<file path="src/rtl/rsp_skid_fifo_pkg.sv">
// Shared constants for the memory-response elastic buffer.
// DATA_WIDTH is the core payload width; RSP_FIFO_DEPTH is the default
// buffer depth; ptr_w() gives the pointer width for a given depth.
package rsp_skid_fifo_pkg;

  localparam int DATA_WIDTH     = 32;
  localparam int RSP_FIFO_DEPTH = 4;

  // Pointer width for a power-of-two depth (at least one bit).
  function automatic int ptr_w(input int depth);
    return (depth <= 2) ? 1 : $clog2(depth);
  endfunction

endpackage

</file>
<file path="src/rtl/rsp_skid_fifo_ram.sv">
// DEPTH x DW flop storage for the response FIFO.
// It has one synchronous write port and one asynchronous read port.
// The storage is deliberately not reset, because the pointers and level
// alone decide which entries are valid.
module rsp_skid_fifo_ram #(
  parameter int DW    = 32,
  parameter int DEPTH = 4,
  parameter int AW    = 2
) (
  input  logic          clk,
  input  logic          we,
  input  logic [AW-1:0] waddr,
  input  logic [DW-1:0] wdata,
  input  logic [AW-1:0] raddr,
  output logic [DW-1:0] rdata
);

  logic [DW-1:0] mem [DEPTH];

  // Write the accepted beat into its slot.
  always_ff @(posedge clk) begin
    if (we) mem[waddr] <= wdata;
  end

  assign rdata = mem[raddr];

endmodule

</file>
<file path="src/rtl/rsp_skid_fifo.sv">
// Elastic buffer between the memory response channel and the core/LSU.
// It applies valid/ready backpressure on both sides and holds a DEPTH-entry store.
// It also reports its fill level and an almost-full flag, and it accepts a synchronous flush.
// Every output decodes from registered state, so there is no combinational
// path from one side of the buffer to the other.
// Optional feature, enabled with macro RSP_SKID_FIFO_STATS_EN:
//   - hwm: high-water mark of level.
//   - ovf_attempt: sticky flag that is set by a push offered while the buffer is full.
module rsp_skid_fifo
  import rsp_skid_fifo_pkg::*;
#(
  parameter int DW       = DATA_WIDTH,
  parameter int DEPTH    = RSP_FIFO_DEPTH,
  parameter int AFULL_TH = DEPTH - 1,
  parameter int LW       = $clog2(DEPTH + 1)
) (
  input  logic          clk,
  input  logic          rst_n,
  input  logic          flush,
  input  logic          m_rsp_vld,
  output logic          m_rsp_rdy,
  input  logic [DW-1:0] m_rsp_data,
  output logic          src_vld,
  input  logic          src_rdy,
  output logic [DW-1:0] src_data,
  output logic [LW-1:0] level,
`ifdef RSP_SKID_FIFO_STATS_EN
  output logic [LW-1:0] hwm,
  output logic          ovf_attempt,
`endif
  output logic          afull
);

  localparam int PW = ptr_w(DEPTH);
  localparam logic [LW-1:0] FULL_LV  = LW'(DEPTH);
  localparam logic [LW-1:0] AFULL_LV = LW'(AFULL_TH);

  logic [PW-1:0] wr_ptr, rd_ptr;
  logic [LW-1:0] level_nxt;
  logic [DW-1:0] head_data;
  logic          rst_done;
  logic          push, pop;

  // Ready is held low until the first edge after reset is released.
  assign m_rsp_rdy = rst_done & (level != FULL_LV);
  assign src_vld   = (level != '0);
  assign afull     = (level >= AFULL_LV);
  assign src_data  = src_vld ? head_data : '0;

  assign push = m_rsp_vld & m_rsp_rdy;
  assign pop  = src_vld & src_rdy;

  // Flush discards everything, including a beat that is offered in the same cycle.
  always_comb begin
    level_nxt = level + LW'(push) - LW'(pop);
    if (flush) level_nxt = '0;
  end

  // Pointers, level and the out-of-reset flag.
  always_ff @(posedge clk or negedge rst_n) begin
    if (!rst_n) begin
      wr_ptr   <= '0;
      rd_ptr   <= '0;
      level    <= '0;
      rst_done <= 1'b0;
    end else begin
      rst_done <= 1'b1;
      level    <= level_nxt;
      if (flush) begin
        wr_ptr <= '0;
        rd_ptr <= '0;
      end else begin
        if (push) wr_ptr <= wr_ptr + PW'(1);
        if (pop)  rd_ptr <= rd_ptr + PW'(1);
      end
    end
  end

  rsp_skid_fifo_ram #(
    .DW    (DW),
    .DEPTH (DEPTH),
    .AW    (PW)
  ) u_ram (
    .clk   (clk),
    .we    (push & ~flush),
    .waddr (wr_ptr),
    .wdata (m_rsp_data),
    .raddr (rd_ptr),
    .rdata (head_data)
  );

`ifdef RSP_SKID_FIFO_STATS_EN
  // The high-water mark and the overflow-attempt flag are cleared only by reset or flush.
  always_ff @(posedge clk or negedge rst_n) begin
    if (!rst_n) begin
      hwm         <= '0;
      ovf_attempt <= 1'b0;
    end else if (flush) begin
      hwm         <= '0;
      ovf_attempt <= 1'b0;
    end else begin
      if (level_nxt > hwm) hwm <= level_nxt;
      if (m_rsp_vld && !m_rsp_rdy) ovf_attempt <= 1'b1;
    end
  end
`endif

endmodule

</file>
<file path="config.mk">
export PLATFORM = sky130hd
export DESIGN_NAME = rsp_skid_fifo
export DESIGN_NICKNAME = d
export VERILOG_FILES = /design/src/rtl/rsp_skid_fifo_pkg.sv /design/src/rtl/rsp_skid_fifo_ram.sv /design/src/rtl/rsp_skid_fifo.sv
export SDC_FILE = /design/constraint.sdc
export NUM_CORES = 1
export LEC_CHECK = 0
export ABC_AREA = 1
export ABC_CLOCK_PERIOD_IN_PS = 2520
export CORE_MARGIN = 10
export CORE_UTILIZATION = 40
export DETAILED_ROUTE_END_ITERATION = 16
export PLACE_DENSITY = 0.64
export REMOVE_ABC_BUFFERS = 1
export SKIP_CTS_REPAIR_TIMING = 1
export SLEW_MARGIN = 20
export SYNTH_ARGS = -nofsm -noshare
export SYNTH_HDL_FRONTEND = slang
export SYNTH_SLANG_ARGS = --single-unit
</file>
<file path="constraint.sdc">
create_clock -name clk -period 2.52 [get_ports clk]
set_input_delay 0.252 -clock clk [delete_from_list [all_inputs] [get_ports clk]]
set_output_delay 0.252 -clock clk [all_outputs]
set_load 0.03 [all_outputs]
</file>
==> summary by stage <==
Outcome
The run finished with clean final reports.

Clock tree
The number of buffers on the longest clock path is 2. TritonCTS built the clock tree. The tree built by TritonCTS fans out to roughly 140 sinks. The H-tree was split into 4 levels. Clock tree synthesis inserted a total of 17 buffers. The source-to-sink clock delay at the later pin of the worst-skew pair is 410 ps.

The buffer cell driving the clock tree root is clkbuf_16. The register clock-pin slew on the reported worst setup and hold paths is roughly 50 ps.

Timing
The number of hold violations in the final report was 0. The post-route fraction of the period consumed by the critical path is 0.943. The clock arrives with 6.99 ps of skew. The number of setup violations in the final report is 0. The routed design could run at a clock period as short as 2380 ps. The total negative setup slack is 0 ps. Setup repair after global routing left no endpoint under its margin. The setup slack after layout is 145 ps.

Hold timing on the final database bottoms out at a slack of 131 ps. The max-slew violation total from the final report is 0. Static timing analysis puts the maximum clock frequency at around 420 MHz.

Layout
Of the cells placed in the final design, the portion with a size suffix greater than 1 is 0.156. The number of antenna cells inserted is 0. After routing the design area is 0.00703 sq mm. The layout has 1129 filler cells. At the end of the flow the core is filled with cells to 0.529. The sequential cell area is 0.00405 sq mm. The area growth from synthesis to layout is 28.9%. The number of standard cells in the final layout excluding fillers is 716. For this run, the post-layout net count is 572. The multi-input combinational cells in the finished layout cover a total of 0.00125 sq mm.

Drt
The via density per instance is between 4 and 5. In the final routed layout, each cell accounts on average for 17.0 um. The number of remaining DRC errors is 0. The number of DRC markers after the initial detailed-route iteration is ~320. The remaining antenna violation count after routing is 0. Wires add up to 12200 um.

The detailed router placed 3555 vias in this run. The detailed-routing iteration count for the pre-antenna-repair pass is 4.

Power and ir drop
Of the total power, registers draw 0.351. The maximum VDD drop is 0.000890 V. The cell-internal power is 4.91 mW. The power dissipated by switching net loads is 2.61 mW. The net switching share of the total power is 0.348. Overall power consumption after layout is estimated at 7.52 mW. The static power due to leakage is 2.55 nW. For this design the ratio of total power to cell area is around 1100 mW/mm^2. The combinational share of power is 0.345.

Of the total power, the clock network draws 0.304.

Die
In this run the vertical extent of the chip is between 100 and 150 um. The die is approximately 140 um wide. The area of the die is 0.0187 sq mm. Row generation in the floorplan step produced 42 rows. The number of top-level pins is 75. The floorplan step defined a core boundary enclosing 0.0133 sq mm.

The initial utilization of the core area, before any placement, comes to 0.410.

Logic synthesis
Counting distinct cell types in the post-synthesis netlist gives 18. After synthesis the netlist holds a flip-flop and latch count of 136. For this run, asynchronously set or reset flops after synthesis account for 0.0588. The share of synthesized area in the top cell type comes to 0.705.

The predominant post-synthesis flop cell is edfxtp_1. The cell count after synthesis came out at between 400 and 500. In this run the mean area of a mapped cell was 12.3 sq um. Yosys printed 0 warnings. The dominant cell by count in the synthesized netlist is nor2_1. The synthesized netlist occupies a cell area of approximately 0.0055 sq mm. By area the synthesized netlist is led by edfxtp_1, nor2_1, dfrtp_1. The share of synthesized area occupied by flip-flops and latches is 0.741.

Ranked by instance count, the synthesized netlist is headed by nor2_1, edfxtp_1, o21ai_1. edfxtp_1 takes more of the synthesized area than any other cell. Counting flops with a built-in enable in the synthesized netlist gives roughly 130.

Critical path
The setup check on the worst reg-to-reg path leaves a slack of 290 ps. Data arrives at the worst endpoint at 2120 ps. The worst setup path is launched from a flip-flop. The endpoint identified for the worst register-to-register timing path is level[2]. The startpoint identified for the worst register-to-register timing path is level[1]. The critical path required time is 2270 ps. The worst setup path is of the flip-flop to output port kind. The worst setup path is captured at an output port.

Along the worst path, the maximum fanout reaches 24. The critical path starts at rd_ptr[1]. The count of cells along the worst register-to-register path is 11.

GRT
The total global routing track utilization is 0.135. Entering global routing, the biggest net connects 43 pins. The remaining global-route overflow is 0.

The global-route wire length before repair is 19400 um. The initial antenna violation count is 0. The via count of the first global-routing pass was 3696.

Flow run
Max-cap violations in this run came to 0.

Place
The placed standard-cell area is 0.00647 sq mm. The HPWL after detailed placement is 7890 um. Routability-driven placement finished with a final weighted congestion of between 0.8 and 0.9. The number of port buffers is 74. The post-place setup slack is 294 ps. Counting tap cells, the placed design contains a total of 684 instances.

Worst hold path
The path class of the tightest hold or removal check is input pin to asynchronous set/reset pin.
[cells by family after synthesis]
family	after synthesis	share of synthesized area
AO/OA/AOI/OAI	98	0.0904
XOR/XNOR	2	0.00321
adder cells (fa/ha/maj)	8	0.0197
buffers and inverters	40	0.0346
flip-flops	136	0.741
other	1	0.000688
AND/OR/NAND/NOR	157	0.110
[power by group through the flow]
stage	sequential [mW]	combinational (mW)	clock (mW)
CTS	2.64	2.64	2.33
global route	2.65	2.83	2.42
finish	2.64	2.59	2.29
floorplan	2.78	1.37	0
detailed placement	2.69	2.63	0
global placement	2.68	2.60	0
[area by class of cell]
cell class                      count  share of cell area
Sequential cell                   136               0.576
Tap cell                          176              0.0313
Timing Repair Buffer               90               0.127
Clock inverter                      8              0.0101
Clock buffer                       24              0.0685
Inverter                           16             0.00855
Multi-Input combinational cell    266               0.179
[worst max-delay path by stage]
| stage | slack (ps) | cells past startpoint | to |
|---|---|---|---|
| finish | 140 | 6 | src_data[10] |
| global route | 30 | 6 | src_data[10] |
| CTS | 100 | 6 | src_data[4] |
| detailed placement | 290 | 11 | level[2] |
| global placement | 400 | 9 | level[2] |
| floorplan | -1080 | 4 | u_ram.mem[0][0] |
[layout by cell type (no fill, tap or decap), types with 5 or more instances in the layout]
cell,Yosys,final
inv_1,15,15
edfxtp_1,128,128
buf_12,0,9
clkdlybuf4s50_1,0,42
nand3_1,8,8
ha_1,7,7
buf_4,6,39
clkinv_2,0,5
nor2_1,138,134
clkbuf_16,0,17
nand2_1,11,11
a21oi_1,32,31
o21ai_1,38,38
dfrtp_1,8,6
o21ai_0,27,27
[sequential cells by signal, indices dropped and copies added, names as in the netlist]
| register | flops |
|---|---|
| rst_done | 1 |
| u_ram.mem | 128 |
| level | 3 |
| rd_ptr | 2 |
| wr_ptr | 2 |
[critical path, stage by stage, from the launching register on]
cell     delay [ps]
dfrtp_2         560
inv_1           250
buf_12          220
nor2_1          110
o21ai_1          70
a21oi_1         320
buf_12          170
[layer usage]
metal,up-vias,part of all wire,global-route usage
met1,1731,0.45,0.165
met2,92,0.48,0.215
met4,0,0.016,0.0556
met3,13,0.055,0.0451
met5,-,0,0
li1,1719,-,-
(Power assumes the default switching activity.)
==> RTL change: new RTL, same flow settings <==
Build with the macro `RSP_SKID_FIFO_STATS_EN` defined.
--- a/src/rtl/rsp_skid_fifo.sv
+++ b/src/rtl/rsp_skid_fifo.sv
@@ -7,4 +7,6 @@
 //   - hwm: high-water mark of level.
 //   - ovf_attempt: sticky flag that is set by a push offered while the buffer is full.
+`define RSP_SKID_FIFO_STATS_EN
+
 module rsp_skid_fifo
   import rsp_skid_fifo_pkg::*;
Check against the original RTL (old outputs only; new: hwm and ovf_attempt): equivalent (Yosys induction, for registers that start in step).
==> RTL change against the unedited design <==
The flow now finishes with violations (negative setup slack); wire length grew 9.1%; sequential cell count grew 4; critical path depth grew 11; core utilization grew 0.67 points; design area grew 6.1%; worst setup slack lost 0.32 ns; via count grew 8.2%; power grew 15%; sequential share of layout area shrank 2.0 points; register-to-register slack lost 0.46 ns; synthesized area grew 4.6%.
==> RTL change: results (changes against the unedited design) <==
* Status: finished, violations left
* Failing checks: negative setup slack
* CP max FO at 4 (-83%)
* Final Skew at 0.00697 ns (-0.0000240 ns)
* Placed insts at 733 (+7.2%)
* Critical path origin: level[2]
* Met3 wire length at 982 um (+45%)
* Min-delay worst type: input pin to asynchronous set/reset pin
* Largest net degree at the start of global routing at 36 (-16%)
* Grt met3 use at 5.21% (+0.70 points)
* Leakage at 0.00275 uW (+7.8%)
* M1 WL at 5.68 mm (+4.1%)
* # setup viols final at 3 (+3)
* Yosys cell types at 19 (+1)
* Critical Path End: hwm[2]
* Critical path's top delay family: adder cells
* Worst vdd ir at 0.794 mV (-11%)
* Synth top area share at 67.4% (-3.1 points)
* Vias in the first global route at 3942 (+6.7%)
* IO Port Bufs at 78 (+5.4%)
* Seq/Total Area, Yosys at 72.6% (-1.5 points)
* Non-filler cells, final at 770 (+7.5%)
* Nets at 625 (+9.3%)
* Num CTS Buffers at 17 (unchanged)
* EDFF count, synth at 128 (unchanged)
* Reg2Reg Depth at 17 (+6)
* Number of synthesis warnings at 0 (unchanged)
* WP data arrival at 3.04 ns (+0.92 ns)
* DR top layer: met4
* Mapped Cells at 474 (+7.2%)
* ANT cells at 0 (unchanged)
* GR Util met2 at 21.4% (-0.17 points)
* RePlAce Congestion at 0.814 (+1.2%)
* Initial antenna violation count at 0 (unchanged)
* Slowest CP cell: dfrtp_1
* Slew headroom at 62.5%
* Fraction of registers with async set or reset after synthesis at 8.57% (+2.7 points)
* Commonest cells in the netlist: nor2_1, edfxtp_1, o21ai_0
* Worst skew pair latency at 0.41 ns (about the same)
* CP max stage delay at 0.41 ns (-0.15 ns)
* Root buffer cell: clkbuf_16
* H-tree levels at 4 (unchanged)
* Top cells by area, synth: edfxtp_1, nor2_1, dfrtp_1, o21ai_0, a21oi_1
* Share of layout cells above drive strength 1 at 19.7% (+4.1 points)
* Met1 Track Usage GR at 16.0% (-0.52 points)
* Met2 Routed Length at 6.49 mm (+11%)
* Worst setup margin at -0.172 ns (-0.317 ns)
* Largest registers: u_ram.mem: 128 flops, hwm: 3 flops, level: 3 flops
* Pre-antenna DRT Iters at 4 (unchanged)
* Post-DP HPWL at 7.86 mm (-0.38%)
* GR Util All Layers at 13.4% (-0.11 points)
* Primary FF master, synth: edfxtp_1
* Via Count at 3847 (+8.2%)
* Clock slew at the register clock pins of the worst setup and hold paths at 0.06 ns
* Max clock buf depth at 2 (unchanged)
* Initial DRC count at 293 (-7.6%)
* DRT Wirelength at 13.3 mm (+9.1%)
* Global-route wire length before repair at 20.7 mm (+6.7%)
RTL change: cell types whose count changed in the layout (fill, tap and decap cells not counted), moves of 5 or more:
cell / before / now
buf_4: 39 / 56
o21ai_0: 27 / 42
o21ai_1: 38 / 24
dfrtp_1: 6 / 11
inv_2: 1 / 6
nand2_2: 0 / 5
RTL change: per-stage QoR:
| step | setup WS, ns | power (uW) | hold WS, ns | TNS [ns] | cell area (sq um) |
|---|---|---|---|---|---|
| after CTS | -0.175 | 8430 | 0.206 | -0.494 | 7320 |
| after global routing | -0.301 | 9140 | 0.237 | -0.891 | 7460 |
| after detailed placement | -0.336 | 6230 | 0.507 | -0.998 | 6800 |
| final | -0.172 | 8670 | 0.202 | -0.503 | 7460 |
| after floorplan | -0.548 | 4690 | -0.0436 | -73.80 | 5560 |
| after global placement | -0.260 | 6170 | 0.500 | -0.780 | 6800 |
RTL change: final cells by class:
| type | instances | area, sq um |
|---|---|---|
| Multi-Input combinational cell | 286 | 1460 |
| Clock buffer | 21 | 440 |
| Clock inverter | 11 | 77.6 |
| Fill cell | 1142 | 6470 |
| Tap cell | 180 | 225 |
| Sequential cell | 140 | 4150 |
| Inverter | 23 | 86.3 |
| Timing Repair Buffer | 109 | 1020 |
RTL change: report_power, final:
part | internal (uW) | switching (uW) | total (uW) | leakage (uW)
Combinational | 1390 | 2330 | 3720 | 0.00118
Clock | 1330 | 853 | 2180 | 0.000254
Sequential | 2670 | 100 | 2770 | 0.00131
RTL change: logic make-up (layout without fill, tap and decap cells):
logic type	after synthesis	in the layout	synth area share [%]
other cells	1	1	0.0657
flops	140	140	72.6
compound gates	100	100	8.77
simple gates	173	173	11.7
buf+inv	48	164	4.10
xor+xnor	1	1	0.154
fa+ha+maj	11	11	2.54
